`config.mk`:
```
export PLATFORM = sky130hd
export DESIGN_NAME = bch_multi_decoder_mem
export DESIGN_NICKNAME = d
export VERILOG_FILES = /design/src/rtl/bch_multi_decoder_mem_pkg.sv /design/src/rtl/bch_multi_decoder_mem_parity.sv /design/src/rtl/bch_multi_decoder_mem.sv
export SDC_FILE = /design/constraint.sdc
export NUM_CORES = 1
export LEC_CHECK = 0
export ABC_AREA = 1
export CORE_MARGIN = 5
export CORE_UTILIZATION = 30
export DETAILED_ROUTE_END_ITERATION = 6
export SETUP_SLACK_MARGIN = 0.2
export SLEW_MARGIN = 20
export SYNTH_ARGS = -nofsm -noshare
export SYNTH_HDL_FRONTEND = slang
export SYNTH_SLANG_ARGS = --single-unit
```
`constraint.sdc`:
```
create_clock -name I_clk -period 2.22 [get_ports I_clk]
set_input_delay 0.333 -clock I_clk [delete_from_list [all_inputs] [get_ports I_clk]]
set_output_delay 0.333 -clock I_clk [all_outputs]
set_load 0.01 [all_outputs]
```
`src/rtl/bch_multi_decoder_mem_pkg.sv`:
```
// Shared FSM state encoding and sizing helpers for the multi-block BCH decode sequencer.
package bch_multi_decoder_mem_pkg;

    typedef enum logic [2:0] {
        ST_IDLE   = 3'd0,
        ST_FETCH  = 3'd1,
        ST_LAUNCH = 3'd2,
        ST_WAIT   = 3'd3,
        ST_DONE   = 3'd4
    } state_t;

    function automatic int nbytes_f(input int bits, input int width);
        return (bits + width - 1) / width;
    endfunction

    // Never returns less than 1 so it is always usable as a vector width.
    function automatic int clog2_f(input int value);
        int r;
        r = 1;
        while ((1 << r) < value) r++;
        return r;
    endfunction

endpackage

```
`src/rtl/bch_multi_decoder_mem_parity.sv`:
```
// Byte counter and LSB-first assembly of ECC_BITS parity from NBYTES helper-memory reads.
module bch_parity_assembler
    import bch_multi_decoder_mem_pkg::*;
#(
    parameter int ECC_BITS = 10,
    parameter int MEM_DA_B = 8,
    localparam int NBYTES = nbytes_f(ECC_BITS, MEM_DA_B),
    localparam int CW = clog2_f(NBYTES + 1)
) (
    input  logic                clk,
    input  logic                rst,
    input  logic                fetch,
    input  logic [MEM_DA_B-1:0] mem_data,
    output logic [CW-1:0]       byte_cnt,
    output logic [ECC_BITS-1:0] parity,
    output logic                last
);

    assign last = (byte_cnt == CW'(NBYTES));

    // Byte k arrives while byte_cnt == k+1; surplus bits of the last byte are never stored.
    always_ff @(posedge clk) begin
        if (rst) begin
            byte_cnt <= '0;
            parity   <= '0;
        end else if (fetch) begin
            byte_cnt <= last ? '0 : byte_cnt + 1'b1;
            for (int i = 0; i < ECC_BITS; i++) begin
                if (byte_cnt == CW'(i / MEM_DA_B + 1))
                    parity[i] <= mem_data[i % MEM_DA_B];
            end
        end else begin
            byte_cnt <= '0;
        end
    end

endmodule

```
`src/rtl/bch_multi_decoder_mem.sv`:
```
// Multi-block BCH decode sequencer: fetches helper parity, launches the decoder per block, collects results.
// Optional build macro BCH_MULTI_RETRY_EN: one re-fetch/re-launch of a block after its first decode failure.
module bch_multi_decoder_mem
    import bch_multi_decoder_mem_pkg::*;
#(
    parameter int DATA_BITS = 5,
    parameter int ECC_BITS  = 10,
    parameter int NUM_BLK   = 4,
    parameter int MEM_AD_B  = 5,
    parameter int MEM_DA_B  = 8,
    parameter int MEM_BASE  = 4
) (
    input  logic                           I_clk,
    input  logic                           I_rst,
    input  logic                           I_en,
    input  logic                           I_start,
    input  logic [NUM_BLK*DATA_BITS-1:0]   I_data,
    input  logic [MEM_DA_B-1:0]            I_mem_data,
    output logic [MEM_AD_B-1:0]            O_mem_addr,
    output logic                           O_dec_start,
    output logic [DATA_BITS+ECC_BITS-1:0]  O_dec_cw,
    input  logic                           I_dec_done,
    input  logic [DATA_BITS-1:0]           I_dec_data,
    input  logic                           I_dec_fail,
    output logic [NUM_BLK*DATA_BITS-1:0]   O_data,
    output logic [NUM_BLK-1:0]             O_fail,
    output logic                           O_busy,
    output logic                           O_ready
`ifdef BCH_MULTI_RETRY_EN
    ,
    output logic [NUM_BLK-1:0]             O_retry
`endif
);

    localparam int NBYTES = nbytes_f(ECC_BITS, MEM_DA_B);
    localparam int CW     = clog2_f(NBYTES + 1);
    localparam int BW     = clog2_f(NUM_BLK);

    state_t                         state, state_nx;
    logic [BW-1:0]                  blk;
    logic [NUM_BLK*DATA_BITS-1:0]   raw;
    logic [DATA_BITS-1:0]           raw_blk;
    logic [ECC_BITS-1:0]            parity;
    logic [CW-1:0]                  byte_cnt;
    logic                           fetch_last;
    logic                           fetching;
    logic                           accept;
    logic                           last_blk;
    logic                           retry_now;

    function automatic logic [MEM_AD_B-1:0] blk_addr(input logic [BW-1:0] b);
        return MEM_AD_B'(MEM_BASE + int'(b) * NBYTES);
    endfunction

    bch_parity_assembler #(
        .ECC_BITS (ECC_BITS),
        .MEM_DA_B (MEM_DA_B)
    ) u_asm (
        .clk      (I_clk),
        .rst      (I_rst),
        .fetch    (fetching),
        .mem_data (I_mem_data),
        .byte_cnt (byte_cnt),
        .parity   (parity),
        .last     (fetch_last)
    );

    assign accept   = I_en && I_start && (state == ST_IDLE || state == ST_DONE);
    assign last_blk = (blk == BW'(NUM_BLK - 1));
    assign raw_blk  = raw[int'(blk) * DATA_BITS +: DATA_BITS];
    assign O_dec_cw = {parity, raw_blk};

`ifdef BCH_MULTI_RETRY_EN
    assign retry_now = I_dec_fail && !O_retry[blk];
`else
    assign retry_now = 1'b0;
`endif

    always_ff @(posedge I_clk) begin
        if (I_rst) state <= ST_IDLE;
        else       state <= state_nx;
    end

    always_comb begin
        state_nx = state;
        if (!I_en) begin
            state_nx = ST_IDLE;
        end else begin
            case (state)
                ST_IDLE, ST_DONE: if (I_start) state_nx = ST_FETCH;
                ST_FETCH:         if (fetch_last) state_nx = ST_LAUNCH;
                ST_LAUNCH:        state_nx = ST_WAIT;
                ST_WAIT: begin
                    if (I_dec_done)
                        state_nx = (last_blk && !retry_now) ? ST_DONE : ST_FETCH;
                end
                default:          state_nx = ST_IDLE;
            endcase
        end
    end

    always_comb begin
        O_dec_start = 1'b0;
        O_busy      = 1'b0;
        O_ready     = 1'b0;
        fetching    = 1'b0;
        case (state)
            ST_FETCH: begin
                O_busy   = 1'b1;
                fetching = I_en;
            end
            ST_LAUNCH: begin
                O_busy      = 1'b1;
                O_dec_start = 1'b1;
            end
            ST_WAIT: O_busy  = 1'b1;
            ST_DONE: O_ready = 1'b1;
            default: ;
        endcase
    end

    // Address is registered so byte k is already on the bus in FETCH cycle k.
    always_ff @(posedge I_clk) begin
        if (I_rst) begin
            blk        <= '0;
            raw        <= '0;
            O_data     <= '0;
            O_fail     <= '0;
            O_mem_addr <= '0;
`ifdef BCH_MULTI_RETRY_EN
            O_retry    <= '0;
`endif
        end else if (I_en) begin
            if (accept) begin
                raw        <= I_data;
                O_data     <= '0;
                O_fail     <= '0;
                blk        <= '0;
                O_mem_addr <= blk_addr('0);
`ifdef BCH_MULTI_RETRY_EN
                O_retry    <= '0;
`endif
            end else if (state == ST_FETCH && byte_cnt < CW'(NBYTES - 1)) begin
                O_mem_addr <= O_mem_addr + 1'b1;
            end else if (state == ST_WAIT && I_dec_done) begin
                if (retry_now) begin
`ifdef BCH_MULTI_RETRY_EN
                    O_retry[blk] <= 1'b1;
`endif
                    O_mem_addr <= blk_addr(blk);
                end else begin
                    if (I_dec_fail) begin
                        O_data[int'(blk) * DATA_BITS +: DATA_BITS] <= raw_blk;
                        O_fail[blk] <= 1'b1;
                    end else begin
                        O_data[int'(blk) * DATA_BITS +: DATA_BITS] <= I_dec_data;
                        O_fail[blk] <= 1'b0;
                    end
                    if (!last_blk) begin
                        blk        <= blk + 1'b1;
                        O_mem_addr <= blk_addr(blk + 1'b1);
                    end
                end
            end
        end
    end

endmodule
```
== Yosys cells after proc, flatten, opt, wreduce, memory -nomap -nowiden ==
Cells that the tools add are included.
Storage, ports and cells
  register bits: 66
  bits of input ports: 39
Cells by class
  add/subtract/negate cells: 5
  multipliers: 1
  order comparisons: 3
  equal/unequal tests: 13
  shift operators: 4
  muxes and demuxes: 29
  bitwise logic cells: 5
  reduce and logical (&&, ||, !) cells: 20
Operators with widths (count)
  20-bit two-way mux: 4
  5-bit by 33-bit indexed part select with 20-bit output: 2
  20-bit bitwise mux: 2
  5-bit negation with 33-bit output: 1
  5-bit by 33-bit variable shift with 20-bit output (first input constant): 1
  20-bit by 32-bit indexed part select with 5-bit output: 1
  5-bit two-way mux: 4
  4-bit two-way mux: 4
  3-bit two-way mux: 4
  3-bit case mux with 4 select lines: 1
  3-bit AND reduction: 3
  2-bit two-way mux: 4
  2-bit != test (second input constant): 4
  3-bit by 2-bit == test with 1-bit output (second input constant): 2
  2-bit AND reduction: 3
  3-bit OR reduction: 2
  5-bit by 1-bit adder with 5-bit output (second input constant): 1
  1-bit logical AND: 5
  2-bit by 3-bit multiplier with 5-bit output (second input constant): 1
  1-bit two-way mux: 5
  2-bit by 1-bit adder with 2-bit output (second input constant): 2
  3-bit by 3-bit adder with 4-bit output (first input constant): 1
  4-bit bitwise AND: 1
  2-bit == test (second input constant): 2
  18 further kinds: 20

== Logic depth before layout (Yosys ltp) ==
Gate-level depths: netlist of run 1.
  depth after elaboration: 10
  gate-level depth with buffers: 11
  depth with buffers taken out: 10

== Hierarchy ==
Synthesis of run 1 repeated with hierarchy kept, for this count alone.
Unflattened totals
  cells, all modules: 469
  area total of the unflattened synthesis: 3243.1 µm²
By module, submodules not included
  bch_multi_decoder_mem: times used 1, cells an instance 394, area each 2720.1 µm²
  bch_parity_assembler: times used 1, cells an instance 75, area each 523.0 µm²

== Worst setup path after synthesis of run 1 ==
Ideal clock, no wire load.
  path kind: register to register
  start point: register blk[0]
  end point: register O_data[17]
  data arrival time: 1.641 ns
  required time: 2.148 ns
  path slack: 0.507 ns
  stages on the path, launching flop included: 11
  path buffers: 1
  clock period less this slack: 1.713 ns
  path through: dfxtp_1 inv_1 buf_2 ha_1 inv_1 nand2_1 nor2_1 inv_1 nor2_4 nand3_1 a21oi_1
Between the ends
  cells in the longest elaborated chain, start to end: 8
  elaborated cells on any way between the ends: 12
  those cells by class: add/sub: 1; mul: 1; shift: 4; mux: 6
Ends and longest elaborated chain
  from (decl): RTL line bch_multi_decoder_mem.sv:40  | logic [BW-1:0] blk;
  from (signal assigned): RTL line bch_multi_decoder_mem.sv:160  | blk <= blk + 1'b1;
  2-bit by 3-bit multiplier with 5-bit output *: RTL line bch_multi_decoder_mem.sv:70, bch_multi_decoder_mem.sv:153, bch_multi_decoder_mem.sv:156
  20-bit by 32-bit indexed part select with 5-bit output / 5-bit negation with 33-bit output (equally long branches): RTL line bch_multi_decoder_mem.sv:70, bch_multi_decoder_mem.sv:153, bch_multi_decoder_mem.sv:156
  5-bit by 33-bit indexed part select with 20-bit output, or another cell as far along: RTL line bch_multi_decoder_mem.sv:153  | O_data[int'(blk) * DATA_BITS +: DATA_BITS] <= raw_blk;
  20-bit bitwise mux (on tied branches): RTL line bch_multi_decoder_mem.sv:153, bch_multi_decoder_mem.sv:156
  20-bit two-way mux *: RTL line bch_multi_decoder_mem.sv:152  | if (I_dec_fail) begin
  20-bit two-way mux *: RTL line bch_multi_decoder_mem.sv:145  | end else if (state == ST_WAIT && I_dec_done) begin
  20-bit two-way mux *: RTL line bch_multi_decoder_mem.sv:143  | end else if (state == ST_FETCH && byte_cnt < CW'(NBYTES - 1)) begin
  20-bit two-way mux *: RTL line bch_multi_decoder_mem.sv:134  | if (accept) begin
  to (signal, indexed assignment): RTL line bch_multi_decoder_mem.sv:153
  to (signal, indexed assignment): RTL line bch_multi_decoder_mem.sv:156  | O_data[int'(blk) * DATA_BITS +: DATA_BITS] <= I_dec_data;
  to (decl): RTL line bch_multi_decoder_mem.sv:25  | output logic [NUM_BLK*DATA_BITS-1:0] O_data,
Mark *: on every way between the ends. The rest lies on a longest branch, timed or not. The select of a mux whose other input is x is not followed.
A chain may end at the register's enable or synchronous reset.

== Worst setup path in the final report of run 1 ==
  start point: register blk[0]
  end point: output port O_dec_cw[3]
Between the ends
  cells in the longest elaborated chain, start to end: 2
Ends and longest elaborated chain
  2-bit by 3-bit multiplier with 5-bit output: RTL line bch_multi_decoder_mem.sv:70  | assign raw_blk = raw[int'(blk) * DATA_BITS +: DATA_BITS];
  20-bit by 32-bit indexed part select with 5-bit output: RTL line bch_multi_decoder_mem.sv:70
  to (decl): RTL line bch_multi_decoder_mem.sv:21  | output logic [DATA_BITS+ECC_BITS-1:0] O_dec_cw,
Every way passes these cells.

==> flow_metrics.tcl, run 1 <==
set metrics [dict create \
    timing.critical_path.cells "clkinvlp_4, buf_4, nand2_1, nand3_1, nand2_1, inv_1, dlygate4sd2_1" \
    yosysWarningCount 0 \
    p_int_uw 2211 \
    post_synth_num_cell_types 31 \
    clock_path_buffers 2 \
    total_net_switching_power_uw 790.9 \
    numCtsBuffers 9 \
    proportion_of_power_drawn_by_the_clock_network_pct 43.9 \
    power.density_cell_area_nw_per_um2 628.9 \
    netlist_area_um2 3369 \
    initial_core_util_pct 30.81 \
    route.detailed.drc 0 \
    vias_per_instance 4.540 \
    postSynthAreaPerCell_um2 7.034 \
    dp_hpwl_mm 6.992 \
    wire_length_of_the_first_global_routing_pass_mm 15.24 \
    die-width_um 116.0 \
    cts.reportedPaths.clkPinSlew_ns 0.06 \
    fin_crit_sh_pct 90.20 \
    setup-tns-final_ns 0 \
    place_ws_ns 0.2817 \
    mostFrequentLayoutCells "nand2_1 (93), clkdlybuf4s50_1 (80), nor2_1 (68)" \
    critical_path.most_common_cell "nand2_1" \
    report.final.setup_viol 0 \
    via_count 3269 \
    critical-path-slowest-cell "dfxtp_4" \
    drt_first_pass_iters 4 \
    synth.yosys.seq_area_share_pct 39.21 \
    drt-initial-drc-count 171 \
    slew_headroom_pct 62.01 \
    die_height_um 116.0 \
    syn-num-nets 530 \
    power_switching_share_pct 26.34 \
    vias_in_the_first_global_route 3234 \
    final-max-slew-violation-count 0 \
    layout.cells.most_common "nand2_1" \
    min_period_ns 2.002 \
    ys_seq_elements 66 \
    postSynthCellCount 479 \
    ctsRootBufferMaster "clkbuf_16" \
    critical_path.endpoint_type "primary output" \
    antenna_cells_inserted 0 \
    critPathKind "flop to primary output" \
    fin_area_um2 4773 \
    worst-path-buf-inv 4 \
    rows 38 \
    design.final.nets 626 \
    path_delay_family "buffers and inverters" \
    clkLatencyLatePin_ns 0.33 \
    critPathLaunchType "flop" \
    post_layout_nonfiller_instances 720 \
    dp_cells 695 \
    dp_area_um2 4365 \
    grt_max_degree 23 \
    detail-route-antenna-nets 0 \
    timing.critical_path.required_ns 1.89 \
    share_comb_of_total_power_pct 14.3 \
    hold-worst-slack_ns 0.4453 \
    holdCritPathClass "flop to flop" \
    grtUsageTotal_pct 14.15 \
    maxCapViolations 0 \
    share_seq_of_total_power_pct 41.8 \
    routed_wl_mm 9.307 \
    dieArea_um2 13450 \
    maximum_vdd_drop_v 0.0002940 \
    max_freq_ghz 0.4994 \
    critical_path.max_fanout 5 \
    worstMarginPinSlew_ns 0.5681 \
    drt-wirelength-per-cell_um 12.93 \
    core_region_area_um2 10940 \
    buffer_ports.inserted 85 \
    final.setup_skew_ns 0.007570 \
    globalplace.congestion 0.8362 \
    static_leak_uw 0.001950 \
    share_of_final_layout_standard_cells_stronger_than_drive_strength_1_pct 13.62 \
    timing.critical_path.slowest_cell_delay_ns 0.40 \
    synth_to_layout_area_growth_pct 41.66 \
    worst-endpoint-arrival_ns 1.67 \
    finalHoldViolCount 0 \
    clock-sinks 66 \
    antenna_found_initial 0 \
    setup_repair_after_global_routing_missed_its_margin "yes" \
    outcome "finished, final reports clean" \
    design.portCount 86 \
    tritoncts "done" \
    worst_slack_setup_final_ns 0.2177 \
    h-tree-depth 3 \
    grt_remaining_overflow 0 \
]
## power by group through the flow
stage               logic (uW)  clock network, uW  registers [uW]
finish                     430               1320            1260
global route               482               1410            1260
CTS                        422               1350            1250
detailed placement         409                  0            1280
global placement           404                  0            1280
floorplan                  234                  0            1280
## flip-flops by register name, indices dropped and copies added, names as in the netlist
signal and flops:
blk 2, state 3, O_fail 4, O_data 20
O_mem_addr 5, u_asm.parity 10, u_asm.byte_cnt 2, raw 20
## metrics by stage
| stage | utilization, % | power, uW |
|---|---|---|
| after floorplan | - | 1514 |
| after global routing | 43.65 | 3147 |
| after CTS | 43.17 | 3026 |
| after detailed placement | 39.92 | 1688 |
| final | 43.65 | 3002 |
| after global placement | 39.92 | 1682 |
## tightest hold or removal path: cells and delay by family, from the launching register on
| kind | cells | cell delay, ns |
|---|---|---|
| AO/OA/AOI/OAI | 1 | 0.05 |
| buffers and inverters | 1 | 0.05 |
| flip-flops | 1 | 0.31 |
## per-layer routing
metal / track usage [%] / up-vias / wire length (um)
met5: 0 / - / 0
met4: 6.110 / 0 / 199
met3: 3.446 / 16 / 578
met2: 22.21 / 91 / 4114
met1: 18.51 / 1442 / 4414
li1: - / 1720 / -
## cell usage after synthesis (all sizes together)
master  number  share of area, %
nand3       30               5.0
or2          4              0.74
nor3         6               1.0
xnor2        2              0.52
clkbuf      12               1.3
o21ai       47               7.0
o21bai       4              0.89
nand2      105                13
ha          12               4.5
o211ai       1              0.22
buf          8               2.0
nor3b        5               1.1
nor2        75               9.2
dfxtp       66                39
a21oi       44               7.2
inv         55               6.1
a31oi        1              0.19
nand4        2              0.56
## final timing paths
kind	startpoint	to	slack, ns	depth (start not counted)
min	u_asm.parity[6]	u_asm.parity[6]	0.45	2
max reg2reg	blk[0]	O_data[5]	0.29	10
max	blk[0]	O_dec_cw[3]	0.22	7
min reg2reg	u_asm.parity[6]	u_asm.parity[6]	0.45	2
## final cells by class
type                            instances  area (um2)
Clock buffer                           10       239.0
Clock inverter                          6       41.29
Fill cell                            1152        6162
Inverter                               55       210.2
Multi-Input combinational cell        338        1745
Sequential cell                        66        1326
Tap cell                              140       175.2
Timing Repair Buffer                  104        1028
Timing Repair inverter                  1       7.507
## cell families after synthesis
| family | after synthesis | synth area share (%) |
|---|---|---|
| buffers and inverters | 75 | 9.469 |
| XOR/XNOR | 2 | 0.5200 |
| AND/OR/NAND/NOR | 227 | 30.86 |
| adder cells (fa/ha/maj) | 12 | 4.456 |
| AO/OA/AOI/OAI | 97 | 15.48 |
| flip-flops | 66 | 39.21 |
## what timing repair did
action                     4_1_cts  5_1_grt
hold buffers                     0        0
gates cloned                     2        0
setup endpoints to repair        5       19
resized for setup               13        6
pin swaps                        0        1
buffers inserted                 2        5
Power figures use the tool's default switching activity.
==> run 2: changes to the inputs <==
--- a/config.mk
+++ b/config.mk
@@ -8,6 +8,7 @@
 export ABC_AREA = 1
 export CORE_MARGIN = 5
 export CORE_UTILIZATION = 30
+export CTS_CLUSTER_SIZE = 40
 export DETAILED_ROUTE_END_ITERATION = 6
 export SETUP_SLACK_MARGIN = 0.2
 export SLEW_MARGIN = 20
==> results of run 2 <==
No change in the layout: final DEF, timing and power equal those of run 1.
==> variant 1 (config.mk and constraints of run 1) <==
Add a define of `BCH_MULTI_RETRY_EN`.
--- a/src/rtl/bch_multi_decoder_mem.sv
+++ b/src/rtl/bch_multi_decoder_mem.sv
@@ -2,2 +2,4 @@
 // Optional build macro BCH_MULTI_RETRY_EN: one re-fetch/re-launch of a block after its first decode failure.
+`define BCH_MULTI_RETRY_EN
+
 module bch_multi_decoder_mem
Formal check against the unedited RTL (old outputs only; new: O_retry): same outputs for any inputs over 4 cycles, from zero or initial values and one cycle with I_rst high; that may be too few to reach the edited logic, so the function may still have changed.
==> variant 1 against run 1 <==
Routed wire length grew 12%; setup slack gained 120 ps; first-iteration DRC count grew 64%; combinational power shrank 7.9%; total power grew 2.1%; final area grew 4.5%; via count grew 15%; non-clock buffer count is the same; sequential cell count grew 4; synthesized area grew 7.4%; largest cell class unchanged; highest routed layer unchanged.
==> variant 1: results (changes against run 1) <==
DP Wirelength = 7990 um (was 6990 um)
# port buffers = 89 (was 85)
Max VDD drop = 0.000331 V (was 0.000294 V)
CP max stage delay = 560 ps (was 400 ps)
placed insts = 770 (was 695)
cell family with most CP delay = buffers and inverters (unchanged)
Vias = 3744 (was 3269)
Mapped Avg Cell Area = 6.65 um^2 (was 7.03 um^2)
skew final = 7.98 ps (was 7.57 ps)
worst min path class = reg -> reg (unchanged)
ys async rst share = 0 (unchanged)
Worst path slowest cell = clkdlybuf4s50_1 (was dfxtp_4)
fillcell total = 1209 (was 1152)
WL/cell = 13.2 um (was 12.9 um)
vias in the first global route = 3566 (was 3234)
share of post-route cells with drive strength above 1 = 0.0858 (was 0.136)
synth top area cells = dfxtp_1, nand2_1, nor2_1 (unchanged)
H-tree Lvls = 3 (unchanged)
nets = 686 (was 626)
Post-synth top cells = nand2_1, nor2_1, dfxtp_1 (unchanged)
GRT Util Overall = 0.148 (was 0.141)
ant diodes = 0 (unchanged)
Setup WS pre-CTS = 152 ps (was 282 ps)
Num CTS Buffers = 9 (unchanged)
Ys Warns = 0 (unchanged)
Max-slew headroom = 0.751 (was 0.620)
Worst-Skew Late Latency = 330 ps (about the same)
status = complete, no violations (unchanged)
DRT Pass-1 Iters = 5 (was 4)
register area share after synthesis = 0.387 (was 0.392)
first-pass GRT wire length = 17300 um (was 15200 um)
Hold Path Cell Cnt = 1 (was 2)
EDFF count, synth = 0 (unchanged)
Total Wirelength = 10400 um (was 9310 um)
Root Driver = clkbuf_16 (unchanged)
DRT iter0 DRCs = 281 (was 171)
initial antenna violation count = 0 (unchanged)
CTS clk-pin slew, worst paths = 60 ps (about the same)
Synth cell types = 34 (was 31)
crit path max fanout = 4 (was 5)
worst reg2reg path depth = 12 (was 10)
final-report hold violation count = 0 (unchanged)
Routability Congestion = 0.931 (was 0.836)
pin count of the biggest net entering global routing = 38 (was 23)
Largest regs = O_data x20, raw x20, u_asm.parity x10 (unchanged)
net count after synthesis = 594 (was 530)
Leak Pwr = 2.12 nW (was 1.95 nW)
critical path arrival = 1550 ps (was 1670 ps)
clock buffer depth = 2 (unchanged)
-- variant 1: cell types whose count changed after synthesis, moves of 5 or more --
| cell | change |
|---|---|
| a21oi_2 | -6 |
| nand2_1 | +29 |
| nand4_1 | +5 |
| o21ai_0 | -10 |
| nor2_1 | +39 |
| nand3_1 | +21 |
| nor3_1 | -5 |
-- variant 1: repair_timing --
action | 4_1_cts | 5_1_grt
gates resized for setup | 11 | 8
setup endpoints to repair | 9 | 11
setup buffers | 2 | 0
pin swaps | 1 | 0
-- variant 1: final cells by class --
cell class | count | area share
Tap cell | 147 | 0.0369
Multi-Input combinational cell | 399 | 0.384
Clock inverter | 5 | 0.00702
Clock buffer | 11 | 0.0486
Timing Repair Buffer | 104 | 0.201
Sequential cell | 70 | 0.282
Inverter | 52 | 0.0406
-- variant 1: layer usage --
layer	global-route usage	vias up	routed length, um
met5	0	-	0
met2	0.241	108	5080
met1	0.193	1701	4580
met3	0.0372	16	599
li1	-	1919	-
met4	0.0422	0	133
-- variant 1: logic make-up (layout without fill, tap and decap cells) --
logic type               count (synthesis)  in the layout  synth area share
XOR/XNOR                                 2              2           0.00484
AO/OA/AOI/OAI                           80             80             0.116
buffers and inverters                   75            172            0.0879
AND/OR/NAND/NOR                        306            306             0.366
adder cells (fa/ha/maj)                 11             11            0.0380
flip-flops                              70             70             0.387
-- variant 1: final timing paths --
path                           from           endpoint  slack, ps
setup / recovery           state[2]        O_dec_start        340
hold / removal    u_asm.byte_cnt[0]  u_asm.byte_cnt[0]        440
setup reg to reg             blk[0]         O_data[19]        390
hold reg to reg   u_asm.byte_cnt[0]  u_asm.byte_cnt[0]        440
-- variant 1: power breakdown --
group,leakage (nW),switching (mW),total [mW],internal (mW)
Combinational,1.43,0.212,0.396,0.183
Clock,0.124,0.553,1.34,0.784
Sequential,0.571,0.0297,1.33,1.30
-- variant 1: stage by stage --
step | cell area (um^2) | util
after floorplan | 3620 | -
after global placement | 4670 | 0.392
after detailed placement | 4670 | 0.392
after CTS | 4970 | 0.417
after global routing | 4990 | 0.419
final | 4990 | 0.419
==> variant 2 (settings of run 1) <==
Without the edit above. Re-encode `state_t` (5 states) as one-hot, 5 bits wide.
--- a/src/rtl/bch_multi_decoder_mem_pkg.sv
+++ b/src/rtl/bch_multi_decoder_mem_pkg.sv
@@ -3,8 +3,8 @@
 
-    typedef enum logic [2:0] {
-        ST_IDLE   = 3'd0,
-        ST_FETCH  = 3'd1,
-        ST_LAUNCH = 3'd2,
-        ST_WAIT   = 3'd3,
-        ST_DONE   = 3'd4
+    typedef enum logic [4:0] {
+        ST_IDLE   = 5'b00001,
+        ST_FETCH  = 5'b00010,
+        ST_LAUNCH = 5'b00100,
+        ST_WAIT   = 5'b01000,
+        ST_DONE   = 5'b10000
     } state_t;
Function: same outputs for any inputs over 4 cycles, from zero or initial values and one cycle with I_rst high; so few cycles prove little.
==> variant 2 against run 1 <==
Setup slack improved by 76 ps; via count grew 7.8%; final area grew 2.6%; cell count up 4.2%; sequential power grew 4%; sequential cell count up 2; routed wire length increased by 4.4%; synthesized cell count rose by 6.1%; total power is 16% higher; largest cell class unchanged; synthesized area increased by 3.1%.
==> variant 2: results (changes against run 1) <==
status = complete, no violations (unchanged)
Synth Area in XOR/XNOR = 0.00756 (was 0.00520)
met3 wire length = 625 um (was 578 um)
GRT Util Overall = 0.142 (was 0.141)
DRT iter0 DRCs = 219 (was 171)
Worst Tran Pin Value = 356 ps (was 568 ps)
Avg Vias per Cell = 4.70 (was 4.54)
Post-Synth Adder-Cell Area = 0.0396 (was 0.0446)
Max VDD drop = 0.000338 V (was 0.000294 V)
Routability Congestion = 0.854 (was 0.836)
Setup WS pre-CTS = 218 ps (was 282 ps)
Final min period = 1930 ps (was 2000 ps)
crit path max fanout = 4 (was 5)
Vias = 3525 (was 3269)
register area share after synthesis = 0.392 (about the same)
Synth cell types = 33 (was 31)
DRT met1 WL = 4540 um (was 4410 um)
pin count of the biggest net entering global routing = 28 (was 23)
met1 Usage GRT = 0.183 (was 0.185)
nets = 652 (was 626)
DP Wirelength = 7600 um (was 6990 um)
critical path arrival = 1590 ps (was 1670 ps)
placed insts = 731 (was 695)
Hold Path Cell Cnt = 1 (was 2)
synthesized instance count = 508 (was 479)
area of placed instances = 0.00451 mm^2 (was 0.00437 mm^2)
crit path capture = O_ready (was O_dec_cw[3])
GRT met3 Usage = 0.0399 (was 0.0345)
vias in the first global route = 3476 (was 3234)
WL met2 = 4380 um (was 4110 um)
Crit Reg-Reg Endpoint = O_data[18] (was O_data[5])
Post-synth top cells = nand2_1, nor2_1, dfxtp_1 (unchanged)
WL/cell = 13.0 um (was 12.9 um)
synth top area cells = dfxtp_1, nand2_1, nor2_1 (unchanged)
share of post-route cells with drive strength above 1 = 0.0956 (was 0.136)
DRT Pass-1 Iters = 6 (was 4)
reg2reg setup slack = 350 ps (was 290 ps)
GR Layer Usage met2 = 0.230 (was 0.222)
skew final = 4.77 ps (was 7.57 ps)
## variant 2: cell types whose count changed after synthesis, sizes merged, moves of 4 or more
cell    change
a21oi       -6
buf         +5
clkbuf      -7
inv        -13
nand2      +30
nand3      +14
nand4       +4
nor2       +21
nor3b       -5
o21ai      -14
o21bai      -4
or2         -4
## variant 2: worst min path at each step
stage	start	end	slack, ps
final	u_asm.byte_cnt[0]	u_asm.byte_cnt[0]	440
after global routing	u_asm.byte_cnt[0]	u_asm.byte_cnt[0]	480
after global placement	u_asm.byte_cnt[0]	u_asm.byte_cnt[0]	430
after floorplan	u_asm.byte_cnt[0]	u_asm.byte_cnt[0]	420
after CTS	u_asm.byte_cnt[0]	u_asm.byte_cnt[0]	450
after detailed placement	u_asm.byte_cnt[0]	u_asm.byte_cnt[0]	440
## variant 2: cell type report
class                      instances  area, um^2
clock buffer                      10         239
clock inverter                     6         111
fill                            1184        6470
inverter                          43         165
multi-input combinational        379        1850
sequential                        68        1370
tap                              143         179
timing repair buffer             101         987
## variant 2: what timing repair did
| item | in CTS | in global routing |
|---|---|---|
| cloned | 0 | 0 |
| setup buffers | 2 | 1 |
| setup endpoints to repair | 7 | 15 |
| resized for setup | 9 | 4 |
| pin swaps | 2 | 2 |
## variant 2: critical path, stage by stage (launching register included)
cell and delay, ps:
dfxtp_1 350, nor2_4 170, nand2_2 70, nor2_1 120
clkdlybuf4s50_1 550
## variant 2: report_power, final
group / leakage (nW) / switching (mW) / internal [mW] / total, mW
Sequential: 0.555 / 0.0364 / 1.28 / 1.31
Combinational: 1.32 / 0.275 / 0.235 / 0.510
Clock: 0.169 / 0.533 / 1.13 / 1.66
